==> src/rtl/dot_product_ctrl.sv <==
// Dot-product controller: streams operand beats into an external multiplier array,
// registers the products, accumulates them, and hands off one wrapped result per job.
module dot_product_ctrl #(
  parameter int INPUT_DATA_WIDTH  = 32,
  parameter int OUTPUT_DATA_WIDTH = 32,
  parameter int NUM               = 4,
  parameter int LEN_WIDTH         = 16
) (
  input  logic                                       clk,
  input  logic                                       rst_n,
  input  logic                                       start,
  input  logic [LEN_WIDTH-1:0]                       len,
  output logic                                       busy,
  input  logic                                       in_valid,
  output logic                                       in_ready,
  input  logic [2*NUM-1:0][INPUT_DATA_WIDTH-1:0]     in_data,
  output logic [2*NUM-1:0][INPUT_DATA_WIDTH-1:0]     mult_in,
  input  logic [NUM-1:0][OUTPUT_DATA_WIDTH-1:0]      mult_out,
  output logic                                       out_valid,
  input  logic                                       out_ready,
  output logic [OUTPUT_DATA_WIDTH-1:0]               out_data
);

  typedef enum logic [1:0] {IDLE, LOAD, DRAIN, OUT} state_t;

  state_t                               state, state_nxt;
  logic [LEN_WIDTH-1:0]                 cnt;
  logic                                 s1_valid, s2_valid;
  logic [NUM-1:0][OUTPUT_DATA_WIDTH-1:0] prod;
  logic [OUTPUT_DATA_WIDTH-1:0]         acc, prod_sum, acc_nxt;
  logic                                 xfer;

  assign busy      = (state != IDLE);
  assign in_ready  = (state == LOAD);
  assign out_valid = (state == OUT);
  assign xfer      = in_valid && in_ready;

  // Sums are truncated to OUTPUT_DATA_WIDTH at every step, so they wrap naturally.
  always_comb begin
    prod_sum = '0;
    for (int i = 0; i < NUM; i++) begin
      prod_sum = prod_sum + prod[i];
    end
    acc_nxt = acc + prod_sum;
  end

  // NOTE: the default assignment first keeps every path assigned, so no latch is inferred.
  always_comb begin
    state_nxt = state;
    unique case (state)
      IDLE:  if (start) state_nxt = (len == '0) ? OUT : LOAD;
      LOAD:  if (xfer && cnt == LEN_WIDTH'(1)) state_nxt = DRAIN;
      // The last product pair is in stage 2 once stage 1 has emptied.
      DRAIN: if (s2_valid && !s1_valid) state_nxt = OUT;
      OUT:   if (out_ready) state_nxt = IDLE;
      default: state_nxt = IDLE;
    endcase
  end

  always_ff @(posedge clk or negedge rst_n) begin
    if (!rst_n) begin
      state <= IDLE;
    end else begin
      state <= state_nxt;
    end
  end

  // NOTE: sequential state uses non-blocking assignments so every register samples
  // pre-edge values; the product registers are reset too so a fresh job never sees stale lanes.
  always_ff @(posedge clk or negedge rst_n) begin
    if (!rst_n) begin
      mult_in  <= '0;
      cnt      <= '0;
      s1_valid <= 1'b0;
      s2_valid <= 1'b0;
      prod     <= '0;
      acc      <= '0;
      out_data <= '0;
    end else begin
      if (xfer) begin
        mult_in <= in_data;
        cnt     <= cnt - LEN_WIDTH'(1);
      end
      s1_valid <= xfer;
      s2_valid <= s1_valid;
      if (s1_valid) prod <= mult_out;
      if (s2_valid) acc <= acc_nxt;
      if (state == DRAIN && state_nxt == OUT) out_data <= acc_nxt;
      if (state == IDLE && start) begin
        cnt      <= len;
        acc      <= '0;
        s2_valid <= 1'b0;
        if (len == '0) out_data <= '0;
      end
    end
  end

endmodule

==> config.mk <==
export PLATFORM = sky130hd
export DESIGN_NAME = dot_product_ctrl
export DESIGN_NICKNAME = d
export VERILOG_FILES = /design/src/rtl/dot_product_ctrl.sv
export SDC_FILE = /design/constraint.sdc
export NUM_CORES = 1
export LEC_CHECK = 0
export ABC_AREA = 1
export BUFFER_PORTS_ARGS = -buffer_cell sky130_fd_sc_hd__buf_2
export CORE_AREA = 3 3 269 271
export CTS_CLUSTER_DIAMETER = 120
export DETAILED_ROUTE_END_ITERATION = 12
export DIE_AREA = 0 0 272 274
export PLACE_DENSITY = 0.66
export REMOVE_ABC_BUFFERS = 1
export SETUP_SLACK_MARGIN = 0.4
export SYNTH_ARGS = -nofsm -noshare
export SYNTH_HDL_FRONTEND = slang
export SYNTH_SLANG_ARGS = --single-unit
==> constraint.sdc <==
create_clock -name clk -period 4.8 [get_ports clk]
set_clock_uncertainty 0.15 [all_clocks]
set_input_delay 0.24 -clock clk [delete_from_list [all_inputs] [get_ports clk]]
set_output_delay 0.24 -clock clk [all_outputs]
set_load 0.05 [all_outputs]
# After elaboration in Yosys (flattened, before gate mapping)
# Index checks and enable logic that the tools add are counted.
# classes
n_addsub	5
eq_ne	5
n_mux	14
reduce_logical	11
# op_table
operator	count
32-bit two-way mux	5
32-bit adder	4
16-bit two-way mux	2
16-bit by 1-bit == test with 1-bit output, second input constant	1
16-bit logical NOT	1
16-bit by 1-bit subtractor with 16-bit output, second input constant	1
2-bit two-way mux	5
2-bit one-hot mux with 4 select lines	1
2-bit == test, second input constant	3
2-bit nonzero test	3
1-bit logical AND	5
2-bit by 1-bit == test with 1-bit output, second input constant	1
2-bit logical NOT	1
1-bit logical NOT	1
1-bit two-way mux	1
# word_totals
regBits	468
in_bits	405
out_inout_bits	291
wordCells	53

# Logic depth before layout (Yosys ltp)
# Gate-level depths: netlist of run 1.
# logic_depth
ltp_word	10
depth_mapped	20
ltp_nobuf	20

# Worst setup path after synthesis of run 1
# No wires, ideal clock.
# synth_path
path_type	register to register
start	register prod[1] (netlist name)
end	register out_data[29]
setup_ns	0.113
arrival_time_ns	3.344
t_required_ns	4.537
setup_slack_ns	1.193
stages_incl_launch_ff	18
n_path_buf	0
synth_period_minus_slack_ns	3.607
cell_sequence	dfrtp_1 -> inv_1 -> fa_1 -> fa_1 -> fa_1 -> inv_1 -> ha_1 -> fa_1 -> nand3_1 -> nand3_1 -> nand3_1 -> nand3_2 -> nand2_2 -> nand2_2 -> nand2_1 -> nand3_1 -> nand2_1 -> inv_1
# synth_between
elab_chain_cells	7
# synth_lines
element	line_no	text
start, declared	29	logic [NUM-1:0][OUTPUT_DATA_WIDTH-1:0] prod;
start signal, assigned	86	if (s1_valid) prod <= mult_out;
32-bit adder * (3 in a row)	42	prod_sum = prod_sum + prod[i];
32-bit adder *	44	acc_nxt = acc + prod_sum;
32-bit two-way mux *	88	if (state == DRAIN && state_nxt == OUT) out_data <= acc_nxt;
32-bit two-way mux	93	if (len == '0) out_data <= '0;
32-bit two-way mux *	89	if (state == IDLE && start) begin
end signal, assigned	88	
end, declared	21	output logic [OUTPUT_DATA_WIDTH-1:0] out_data
# Every way passes the cells marked *; elsewhere a longest branch is shown, timed or not.
# A chain may end at the register's enable or synchronous reset.

# Worst setup path after layout of run 1
# layout_path
start	register prod[1] (netlist name)
end	register out_data[21]
# Same word-level chain as after synthesis.

==> reports/metrics.yaml, run 1 <==
floorplan:
  num_rows: 97
  initial_core_util_pct: 33.5
  core-area_sq_um: 70000
  die_w_um: 272
  die_h_um: 274
  die_area_sq_um: 74500
  boundaryPins: 696
layout:
  final_area_sq_um: 33800
  areaGrowthSynthToFinish_pct: 44.2
  final_cells: 4926
  nNetsFinal: 4457
  layout-drive-gt1-share_pct: 21.9
  n_fill_cell: 6604
detailed_routing:
  viasPerCell: 4.54
  drc: 0
  drt_iter0_drc: 1656
  ant_nets: 0
  wl_per_cell_um: 19.0
  firstDrtPassIters: 5
  drt_wl_total_um: 93400
  routed-via-count: 22400
placement:
  gp_congestion: 0.948
  placed_area_sq_um: 27800
  dp_cells: 4406
  place_ws_ns: 0.657
  io_buffers: 695
  hpwl_um: 68700
cts:
  ctsLongestPathBuffers: 3
  postCtsSetupBuffers: 0
  clock_sinks: 468
  cts_tree: "built"
  cts_made_buffers: 55
  cts-root-buf: "clkbuf_16"
  htreeDepth: 2
  path_clk_slew_ns: 0.06
  clk_latency_ns: 0.59
yosys:
  syn_avg_cell_area_sq_um: 8.19
  yosysSeqAreaShare_pct: 50.0
  syn-instance-count: 2859
  netlist_top_cells_count: "nand2_1, dfrtp_1, inv_1"
  synth-edff-count: 0
  synth-seq-cells: 468
  synth-adder-area-share_pct: 9.68
  synth_warnings: 0
  synth_area_leaders: "dfrtp_1, nand2_1, fa_1, inv_1, o21ai_0"
  yosysTopAreaCell: "dfrtp_1"
  yosys.cell_types.count: 41
  syn_area_sq_um: 23400
  synth_xor_area_share_pct: 0.897
  synthFlopType: "dfrtp_1"
  synth_mux_area_share_pct: 0
  synth-compound-area-share_pct: 4.52
  synth.most_common_cell: "nand2_1"
  yosys.area.top_type_share_pct: 50.0
  synth-async-reset-ratio_pct: 100
  synth-simple-area-share_pct: 25.5
  synth_top_family_by_area: "simple AND/OR/NAND/NOR gates"
critical_path:
  crit_required_ns: 5.12
  rr_endpoint: "out_data[21]"
  r2r_setup_slack_ns: 0.65
  start_kind: "flop"
  criticalPathCategory: "reg2reg"
  critPathArrivalTime_ns: 4.47
  critPathMaxFanout: 5
  cp-end-kind: "flop"
  reg2reg_depth: 15
  worstReg2RegStart: "prod[1]"
timing:
  rsz0062_at_grt: "false"
  fmax_ghz: 0.241
  slew_violations: 0
  worst_slack_ns: 0.647
  setup_viol: 0
  fin_crit_ns: 4.15
  tns_ns: 0
  tightestPinTransition_ns: 1.18
  fin_crit_sh_pct: 86.5
  maxSlewHeadroom_pct: 21.4
  finalHoldViolCount: 0
hold_path:
  hp-class: "in2async"
global_routing:
  grt_max_degree: 206
  grt_usage_pct: 24.7
  grt_pass1_vias: 23200
  grt_pass1_wl_um: 141000
  overflow: 0
  grt_antenna_before_repair: 26
job:
  drv_cap: 0
outcome:
  status: "complete, no violations"
[cells by family after synthesis]
logic type	count (synthesis)
AOI/OAI and AO/OA	192
xor gates and xnor gates	24
adders and majority gates	126
buffers and inverters	552
DFF	468
and+or+nand+nor	1497
[stage by stage]
step	util [%]	hold slack, ns
floorplan	-	-0.206
global placement	39.6	0.186
detailed placement	39.6	0.186
CTS	48.2	0.135
global route	48.2	0.174
finish	48.2	0.105
[area by class of cell]
type | instances | area (sq um) | share of cell area (%)
repair buffers | 1109 | 7670 | 22.7
clock inverters | 26 | 378 | 1.12
clock buffers | 74 | 1570 | 4.64
flip-flops and latches | 468 | 11700 | 34.7
well taps | 940 | 1180 | 3.48
multi-input cells | 1839 | 9520 | 28.2
inverters | 453 | 1710 | 5.06
diodes | 17 | 42.5 | 0.126
[layer usage]
layer / global-route usage [%] / part of all wire (%)
met3: 5.20 / 6.1
met2: 42.7 / 49
met5: 0 / 0.097
met1: 27.9 / 37
met4: 15.4 / 7.6
[critical path, stage by stage, from the launching register on]
cell     delay, ns
dfrtp_1       0.32
inv_1         0.06
fa_1          0.57
fa_1          0.46
fa_1          0.51
inv_1         0.04
ha_1          0.27
fa_1          0.54
nand3_1       0.14
nand3_1       0.16
nand4_1       0.27
nand3_1       0.11
nand2_1       0.07
nand2_1       0.14
o21ai_1       0.16
inv_1         0.05
[layout by cell type (no fill, tap or decap), types with 14 or more instances in the layout]
| cell | n |
|---|---|
| nand2_1 | 1271 |
| a21oi_1 | 25 |
| diode_2 | 17 |
| fa_1 | 92 |
| dfrtp_1 | 467 |
| o21ai_1 | 14 |
| ha_1 | 34 |
| inv_2 | 17 |
| o21ai_0 | 112 |
| clkbuf_16 | 55 |
| nand3_1 | 65 |
| buf_2 | 694 |
| inv_1 | 434 |
| nand2_2 | 18 |
| dlygate4sd3_1 | 403 |
| o22ai_1 | 14 |
| nor2_1 | 79 |
| nand4_1 | 20 |
[worst max-delay path by stage]
stage | slack, ns | to | cells after the start | from
6_report | 0.65 | out_data[21] | 15 | prod[1]
5_1_grt | 0.48 | out_data[21] | 15 | prod[33]
4_1_cts | 0.65 | out_data[21] | 15 | prod[1]
3_5_place_dp | 0.66 | out_data[21] | 15 | prod[1]
3_3_place_gp | 0.70 | out_data[21] | 15 | prod[1]
2_1_floorplan | -4.86 | state[1] | 8 | state[0]
[flip-flops by register name (all words and copies together) (netlist names)]
signal    flops
acc          32
prod        128
s1_valid      1
state         2
cnt          16
out_data     32
mult_in     256
s2_valid      1
[repair_timing]
item / CTS / global route
resized for setup: 0 / 0
hold buffers: 403 / 0
endpoints found under the hold margin: 490 / 0
Power of run 1 is not shown: default switching activity piles up to over one toggle a cycle in this logic, so the estimate is an artifact.
==> inputs of run 2 (changes only) <==
--- a/config.mk
+++ b/config.mk
@@ -12,7 +12,6 @@
 export DETAILED_ROUTE_END_ITERATION = 12
 export DIE_AREA = 0 0 272 274
 export PLACE_DENSITY = 0.66
-export REMOVE_ABC_BUFFERS = 1
 export SETUP_SLACK_MARGIN = 0.4
 export SYNTH_ARGS = -nofsm -noshare
 export SYNTH_HDL_FRONTEND = slang
==> run 2 against run 1 <==
Flip-flop and latch count is the same. Global-route usage grew 0.20 points. First-iteration DRC count grew 1.0%. Maximum frequency grew 3.4%.
==> reports/metrics.yaml, run 2 (synthesis gave the netlist of run 1 again) <==
critical_path:
  criticalPathCategory: "reg2reg"
  worstReg2RegStart: "prod[4]"
  crit_top_cell: "nand2_1"
  start_kind: "flop"
  crit_required_ns: 5.13
  cp-startpoint: "prod[4]"
  critPathArrivalTime_ns: 4.34
  cpMaxStageDelayCell: "fa_1"
  crit_chain: "inv_1 -> fa_1 -> inv_1 -> fa_1 -> inv_1 -> fa_1 -> inv_1 -> ha_1 -> nand2_2 -> inv_1 -> nand2_1 -> nand2_1 -> nand2_1 -> nand3_1 -> nand2_1 -> nand2_1 -> nand2_1 -> nand3_1 -> nand2_1 -> inv_1"
  critPathMaxFanout: 5
  cp-end-kind: "flop"
  slowest_delay_ns: 0.53
hold_path:
  hp-class: "in2async"
layout:
  largest_reg_flops: 256
  layout_commonest_cell: "nand2_1"
  final_cell_mix: "nand2_1, buf_2, dfrtp_1"
  layout-drive-gt1-share_pct: 21.9
  final_util_pct: 48.3
  multi_input_area_sq_um: 9520
  areaGrowthSynthToFinish_pct: 44.5
  ff_latch_area_sq_um: 11700
  largest-register: "mult_in"
  largestRegisters: "mult_in (256), prod (128)"
  nNetsFinal: 4465
  final_area_sq_um: 33800
  n_fill_cell: 6471
global_routing:
  grt_pass1_vias: 23900
  overflow: 0
  grt_max_degree: 215
  grt_usage_pct: 24.9
  grt_pass1_wl_um: 142000
  grt_antenna_before_repair: 22
yosys:
  synth_nets: 3390
timing:
  tns_ns: 0
  worst_hold_slack_ns: 0.200
  slew_violations: 0
  fin_crit_ns: 4.01
  finalHoldViolCount: 0
  fin_crit_sh_pct: 83.6
  rsz0062_at_grt: "false"
  fmax_ghz: 0.249
  setup_viol: 0
  tightestPinTransition_ns: 0.964
  maxSlewHeadroom_pct: 35.7
floorplan:
  initial_core_util_pct: 33.5
  die_area_sq_um: 74500
  die_w_um: 272
  num_rows: 97
  die_h_um: 274
  core-area_sq_um: 70000
  boundaryPins: 696
cts:
  cts_made_buffers: 55
  path_clk_slew_ns: 0.06
  htreeDepth: 2
  cts_tree: "built"
  ctsHoldBuffers: 403
  postCtsSetupBuffers: 0
  ctsLongestPathBuffers: 3
  cts_resized: 0
  clk_latency_ns: 0.59
  cts-root-buf: "clkbuf_16"
  clock_sinks: 468
detailed_routing:
  drc: 0
  drt_wl_total_um: 94200
  routed-via-count: 22800
  wl_per_cell_um: 19.1
  drt_iter0_drc: 1673
  viasPerCell: 4.63
  ant_nets: 0
  firstDrtPassIters: 6
placement:
  placed_area_sq_um: 27800
  hpwl_um: 67700
  gp_congestion: 0.940
  io_buffers: 695
job:
  drv_cap: 0
outcome:
  status: "complete, no violations"
==> run 2: path summary, 6_finish.rpt <==
check | endpoint | slack [ns] | cells after the start
worst max register to register | out_data[26] | 0.79 | 20
max in group asynchronous | mult_in[44] | 3.07 | 3
worst min-delay path | prod[104] | 0.20 | 2
min in group clk | mult_in[148] | 0.23 | 4
worst max-delay path | out_data[26] | 0.79 | 20
worst min register to register | mult_in[201] | 0.32 | 2
==> run 2: final cells by class <==
type,count,share of cell area [%]
well taps,940,3.47
clock buffers,77,4.64
flip-flops and latches,468,34.6
multi-input cells,1839,28.1
clock inverters,21,1.11
repair buffers,1117,22.9
inverters,453,5.05
diodes,10,0.0739
==> run 2: routing by layer <==
| metal | wire [um] | track usage [%] |
|---|---|---|
| met2 | 44200 | 40.8 |
| met4 | 5910 | 13.7 |
| met3 | 7110 | 6.44 |
| met5 | 134 | 0 |
| met1 | 36800 | 30.0 |
==> run 2: metrics by stage <==
step                      setup WS [ns]  std cells
after CTS                         0.805       4915
after detailed placement          0.805       4414
after global routing              0.546       4921
final                             0.785       4925
after floorplan                    1.19       2859
after global placement            0.821       4414
==> run 2: worst max-delay path: cells and delay by family, from the launching register on <==
kind                     cells  cell delay, ns
flip-flops                   1            0.35
buffers and inverters        6            0.33
adder cells (fa/ha/maj)      4            1.91
AND/OR/NAND/NOR             10            1.15
Power of run 2 is left out for the same reason.
